**src/rtl/chnl_rx_slave.sv**
```systemverilog
// Receive-side channel endpoint: valid/ready write port into a first-word-fall-through FIFO,
// drained by the downstream arbiter through a request/grant handshake.
module chnl_rx_slave #(
    parameter int unsigned DW    = 32,
    parameter int unsigned DEPTH = 32,
    parameter int unsigned CNT_W = 16
) (
    input  logic             clk,
    input  logic             rstn,
    input  logic [DW-1:0]    ch_data_i,
    input  logic             ch_valid_i,
    output logic             ch_ready_o,
    output logic [5:0]       ch_margin_o,
    output logic             a_req_o,
    output logic [DW-1:0]    a_data_o,
    input  logic             a_gnt_i,
    output logic [CNT_W-1:0] rx_cnt_o
);

    localparam int unsigned AW       = $clog2(DEPTH);
    localparam logic [AW:0] DepthC   = DEPTH[AW:0];
    localparam logic [AW:0] LastPtr  = DEPTH[AW:0] - 1'b1;
    localparam logic [5:0]  DepthM   = DEPTH[5:0];

    logic [AW:0]      r_wptr;
    logic [AW:0]      r_rptr;
    logic [AW:0]      r_count;
    logic [CNT_W-1:0] r_rx_cnt;
    logic [DW-1:0]    r_mem [DEPTH];

    logic        w_push;
    logic        w_pop;
    logic        w_not_full;
    logic        w_not_empty;
    logic [AW:0] w_wptr_nxt;
    logic [AW:0] w_rptr_nxt;
    logic        w_unused_msb;

    assign w_not_full  = (r_count < DepthC);
    assign w_not_empty = (r_count != '0);

    // Ready is gated by reset directly so the initiator sees it drop asynchronously.
    assign ch_ready_o  = w_not_full && !rstn;
    assign w_push      = ch_valid_i && ch_ready_o;
    assign w_pop       = a_gnt_i && w_not_empty;

    // Pointers wrap modulo DEPTH, so their top bit never sets; it is kept for width symmetry.
    assign w_wptr_nxt   = (r_wptr == LastPtr) ? '0 : r_wptr + 1'b1;
    assign w_rptr_nxt   = (r_rptr == LastPtr) ? '0 : r_rptr + 1'b1;
    assign w_unused_msb = r_wptr[AW] ^ r_rptr[AW];

    always_ff @(posedge clk or posedge rstn) begin
        if (rstn) begin
            r_wptr   <= '0;
            r_rptr   <= '0;
            r_count  <= '0;
            r_rx_cnt <= '0;
        end else begin
            if (w_push) begin
                r_wptr   <= w_wptr_nxt;
                r_rx_cnt <= r_rx_cnt + 1'b1;
            end
            if (w_pop) begin
                r_rptr <= w_rptr_nxt;
            end
            if (w_push && !w_pop) begin
                r_count <= r_count + 1'b1;
            end else if (w_pop && !w_push) begin
                r_count <= r_count - 1'b1;
            end
        end
    end

    // Storage is intentionally left unreset.
    always_ff @(posedge clk) begin
        if (w_push) begin
            r_mem[r_wptr[AW-1:0]] <= ch_data_i;
        end
    end

    assign ch_margin_o = DepthM - 6'(r_count);
    assign a_req_o     = w_not_empty;
    assign a_data_o    = w_not_empty ? r_mem[r_rptr[AW-1:0]] : '0;
    assign rx_cnt_o    = r_rx_cnt;

endmodule

```
**config.mk**
```make
export PLATFORM = sky130hd
export DESIGN_NAME = chnl_rx_slave
export DESIGN_NICKNAME = d
export VERILOG_FILES = /design/src/rtl/chnl_rx_slave.sv
export SDC_FILE = /design/constraint.sdc
export NUM_CORES = 1
export LEC_CHECK = 0
export CORE_UTILIZATION = 37
export DETAILED_ROUTE_END_ITERATION = 10
export GPL_TIMING_DRIVEN = 0
export SLEW_MARGIN = 20
export SYNTH_ARGS = -nofsm -noshare
export SYNTH_HDL_FRONTEND = slang
export SYNTH_SLANG_ARGS = --single-unit
```
**constraint.sdc**
```tcl
create_clock -name clk -period 9.85 [get_ports clk]
set_input_delay 1.97 -clock clk [delete_from_list [all_inputs] [get_ports clk]]
set_output_delay 1.97 -clock clk [all_outputs]
set_load 0.02 [all_outputs]
```
======== Word level (Yosys, flattened, before mapping) ========
Memories as Yosys holds them, arrays and structs flattened.
Cells that the tools add are included.
cells by class
  $add $sub $neg .......................... 6
  reductions and logical operators ........ 10
  muxes and demuxes ....................... 7
  equality and inequality tests ........... 2
  $lt $le $gt $ge ......................... 1
operators with widths
  cell                                                 number
  two-way mux 32 bit                                   1
  two-way mux 6 bit                                    4
  adder 6 x 1 -> 6 bit, second input constant          3
  adder 16 x 1 -> 16 bit, second input constant        1
  equality test 6 x 5 -> 1 bit, second input constant  2
  < comparator 6 bit, second input constant            1
  nonzero test 6 bit                                   1
  subtractor 6 x 1 -> 6 bit, second input constant     1
  subtractor 6 bit, first input constant               1
  logical AND 1 bit                                    5
  zero test 1 bit                                      3
  two-way mux 1 bit                                    2
  nonzero test 2 bit                                   1
storage, ports and cells
  memory bits (writable) .................. 1024
  bits of input ports ..................... 36
  memories kept ........................... 1
  output and inout port bits .............. 56
  bits in registers ....................... 34
  word-level logic and storage cells ...... 31
memory list
  memory  depth  bits a word  read ports  clocked after Yosys merged registers in  write ports  line  text
  r_mem   32     32           1           0                                        1            29    logic [DW-1:0] r_mem [DEPTH];

======== Depth between registers and ports, before layout ========
Gate-level depths: netlist of run 1.
  word-level depth ........................ 7
  depth in mapped cells ................... 13
  mapped depth without buffers ............ 12

======== Worst setup path after synthesis of run 1 ========
OpenSTA, ideal clock, no wires.
  path kind ............................... input -> register
  start point ............................. in rstn
  end point ............................... mem r_mem[21][0] (enable)
  path slack .............................. 5.161 ns
  data required time ...................... 9.429 ns
  arrival time ............................ 4.268 ns
  path buffers ............................ 2
  setup time .............................. 0.421 ns
  stages .................................. 6
  cell sequence ........................... or3b_1 > buf_2 > inv_2 > buf_2 > nand2_1 > nor2_1
between the ends
  longest elaborated chain between the ends .. 5
RTL lines
  item                                     line  text
  start, declared                          9     input logic rstn,
  zero test 1 bit (no line)                -
  logical AND 1 bit                        43    assign ch_ready_o = w_not_full && !rstn;
  logical AND 1 bit                        44    assign w_push = ch_valid_i && ch_ready_o;
  via w_push                               31    logic w_push;
  two-way mux 1 bit                        76    if (w_push) begin
  two-way mux 1 bit (implied by the code)  77    r_mem[r_wptr[AW-1:0]] <= ch_data_i;
  end, declared                            29
The timed path passes the listed nets, and every way through them passes these cells.

======== Worst setup path in the final report of run 1 ========
  start point ............................. reg r_count[0]
  end point ............................... out a_data_o[21]
between the ends
  longest elaborated chain between the ends .. 2
RTL lines
  item                    line  text
  start, declared         27    logic [AW:0] r_count;
  start signal, assigned  67    r_count <= r_count + 1'b1;
  start signal, assigned  69    r_count <= r_count - 1'b1;
  nonzero test 6 bit      40    assign w_not_empty = (r_count != '0);
  two-way mux 32 bit      83    assign a_data_o = w_not_empty ? r_mem[r_rptr[AW-1:0]] : '0;
  end, declared           15    output logic [DW-1:0] a_data_o,
No other way between the ends.

==> run_results.csv, run 1 <==
group,metric,value,unit
detailed_routing,wl_met2,54500,µm
grt,grt_overflow,0,
layout,multi_input_area,0.00930,mm²
cts,root_buffer,"clkbuf_16",
yosys,synth_xor_xnor_area_share,0.573,%
detailed_routing,antenna_left,0,
die,fp.dieH,336,µm
grt,grt_pass1_vias,21713,
detailed_routing,drt_iter0_markers,2256,
sta,skew,0.0341,ns
critical_path,worst-setup-path-type,"reg -> out",
yosys,synth_mux_area_share,15.1,%
critical_path,r2r_start,"r_count[0]",
sta,fmax,0.148,GHz
cts,cts_inserted_buffers,102,
detailed_routing,drc,0,
cts,max-clock-path-buffers,3,
yosys,synth_nets,2145,
layout,final_cell_mix,"edfxtp_1, mux2i_1, mux4_2",
grt,antenna_found_initial,3,
layout,seq_area,0.0316,mm²
detailed_routing,first_pass_iters,5,
yosys,post-synth-top-area-fraction,74.5,%
yosys,synthArstFlopShare,3.21,%
yosys,synth_top_family_by_area,"multiplexers",
die,dieWidth,336,µm
yosys,synth-seq-cells,1058,
grt,gr-usage-all-layers,18.9,%
cts,tritoncts,"yes",
yosys,synthCells,2096,
grt,grt_first_pass_wirelength,152000,µm
yosys,synth-compound-area-share,2.72,%
sta,relSlewSlack,24.4,%
layout,drive_above_1_share,21.0,%
detailed_routing,drt-total-wl,107000,µm
yosys,synth_edf_count,1024,
cts,clkLatencyLatePin,0.69,ns
layout,instances_no_fill,3912,
die,pin_count,92,
detailed_routing,top_layer,"met5",
layout,final_util,44.1,%
layout,syn2layout_area_growth,18.2,%
die,fp-row-count,122,
cts,cts-hold-fix-buffers,0,
pwr,finalPower,13.7,mW
layout,layout.cells.most_common,"edfxtp_1",
detailed_routing,routed-wl-met3,7430,µm
yosys,synth_top_cell_by_area,"edfxtp_1",
cts,clkTransAtPathRegs,0.06,ns
critical_path,path_max_fanout,10,
critical_path,crit_arrival,4.77,ns
sta,tightest_slew,1.13,ns
critical_path,start_kind,"flip-flop",
die,die-area,0.113,mm²
layout,fillCellCount,9385,
placement,placed_cells,3723,
yosys,synth.distinct_cells,47,
sta,finalSetupViolCount,0,
sta,rsz0062_at_grt,"no",
critical_path,endpoint_kind,"primary output",
grt,grt_max_degree,35,
min_path,min_path_type,"reg -> reg",
yosys,synthSimpleGateAreaFrac,3.13,%
placement,port_buffers,91,
layout,fin_nets,2388,
cts,cts.sink_count,1058,
pwr,pwr_density_cell,280,mW/mm²
yosys,synthesis.area,0.0413,mm²
cts,post_cts_resized,0,
cts,cts.htree.levels,3,
min_path,hold_start,"rx_cnt_o[15]",
sta,period_needed,6.74,ns
placement,hpwl,71600,µm
detailed_routing,drt-met1-wl,42600,µm
critical_path,required,7.88,ns
sta,fin_tns_setup,0,ns
yosys,synth_fa_ha_area_share,0.412,%
yosys,syn_area_per_cell,19.7,µm²
sta,slew_violations,0,
die,start_util,37.3,%
yosys,synth_top_flop_cell,"edfxtp_1",
pwr,p_leak,15.9,nW
detailed_routing,routed_via_density,5.39,
placement,gp_congestion,0.799,
sta,finalCritPeriodShare,68.5,%
detailed_routing,via_count,21083,
die,core,0.111,mm²
sta,hold_viol_final,0,
yosys,ys_seq_area_share,76.6,%
sta,holdWs,0.481,ns
job,max_cap_viol_count,0,
critical_path,cp-startpoint,"r_count[0]",
cts,cts_post_setup_buffers_inserted,0,
pwr,ir_worst_vdd,0.000159,V
yosys,synth_area_leaders,"edfxtp_1, mux4_2, mux2i_1, a22oi_1, dfrtp_1",
yosys,ys_warn_count,0,
detailed_routing,wl_per_cell,27.3,µm
run_status,status,"finished clean",
==> worst max-delay path, stage by stage (launching register included) <==
cell and delay (ns):
dfrtp_1 0.50, inv_1 0.10, ha_1 0.25, nor2b_1 0.14, clkbuf_1 0.22, a21oi_1 0.83
clkbuf_1 0.71, nand3_1 0.22, nand4_1 0.42, clkdlybuf4s50_1 0.71
==> power breakdown <==
group          internal, mW  switching [mW]  total [mW]
clock                  2.25            1.67        3.92
sequential             5.06          0.0750        5.13
combinational          1.80            2.80        4.60
==> layer usage <==
metal | vias to the layer above | global-route usage (%)
met2 | 786 | 33.1
met1 | 11137 | 24.2
li1 | 9020 | -
met3 | 138 | 3.03
met4 | 2 | 5.11
met5 | - | 0
==> metrics by stage <==
stage                     worst slack [ns]  cell area (µm²)
after floorplan                       5.16            41300
after global routing                  2.94            48800
final                                 3.11            48800
after CTS                             3.17            48800
after detailed placement              3.89            45400
after global placement                2.36            44000
==> Yosys cell counts, types with 3 or more instances <==
master,n
dfrtp_1,34
buf_2,50
inv_1,9
mux2i_1,252
mux2_2,70
nand3b_1,3
edfxtp_1,1024
o21ai_0,9
buf_4,6
mux4_2,130
nor2b_1,4
clkbuf_1,45
ha_1,12
nor2_1,39
a21o_1,3
buf_1,7
xnor2_1,20
nand3_1,74
buf_6,6
a21oi_1,6
xor2_1,7
nand4_1,38
and3_1,4
nand2_1,87
a22oi_1,127
==> worst paths after layout <==
kind	end	slack, ns	cells after the start
max in group asynchronous	r_rptr[0]	7.52	2
setup / recovery	a_data_o[21]	3.11	9
hold / removal	rx_cnt_o[15]	0.48	1
setup reg to reg	r_count[5]	5.80	13
min in group asynchronous	rx_cnt_o[5]	1.84	2
hold reg to reg	rx_cnt_o[15]	0.48	1
==> flip-flops by register name, indices dropped and copies added, names as in the netlist <==
signal	cells
rx_cnt_o	16
r_rptr	6
r_wptr	6
r_mem	1024
r_count	6
==> cell type report <==
class | count | share of cell area, %
repair buffers | 139 | 4.14
flip-flops and latches | 1058 | 64.8
inverters | 10 | 0.0770
well taps | 1488 | 3.82
clock inverters | 68 | 1.48
multi-input cells | 914 | 19.1
clock buffers | 120 | 5.46
plain buffers | 114 | 1.14
diodes | 1 | 0.00513
==> kinds of logic after synthesis <==
family | Yosys count
flops | 1058
fa+ha+maj | 13
xor+xnor | 27
buf+inv | 124
compound gates | 154
mux | 452
simple gates | 268
Power figures use the tool's default switching activity.
==> run 2: changes to the inputs <==
==> constraint.sdc (replaced) <==
create_clock -name clk -period 6.9 [get_ports clk]
set_input_delay 1.38 -clock clk [delete_from_list [all_inputs] [get_ports clk]]
set_output_delay 1.38 -clock clk [all_outputs]
set_load 0.02 [all_outputs]
==> results of run 2 <==
The final DEF is identical to that of run 1. Status: finished clean.
Main changes from that run: setup slack after placement 3.89 ns -> 1.53 ns; setup slack after layout 3.11 ns -> 0.745 ns; register-to-register setup slack 5.80 ns -> 2.85 ns; total power 13.7 mW -> 19.5 mW; worst IR drop on VDD 0.000159 V -> 0.000227 V
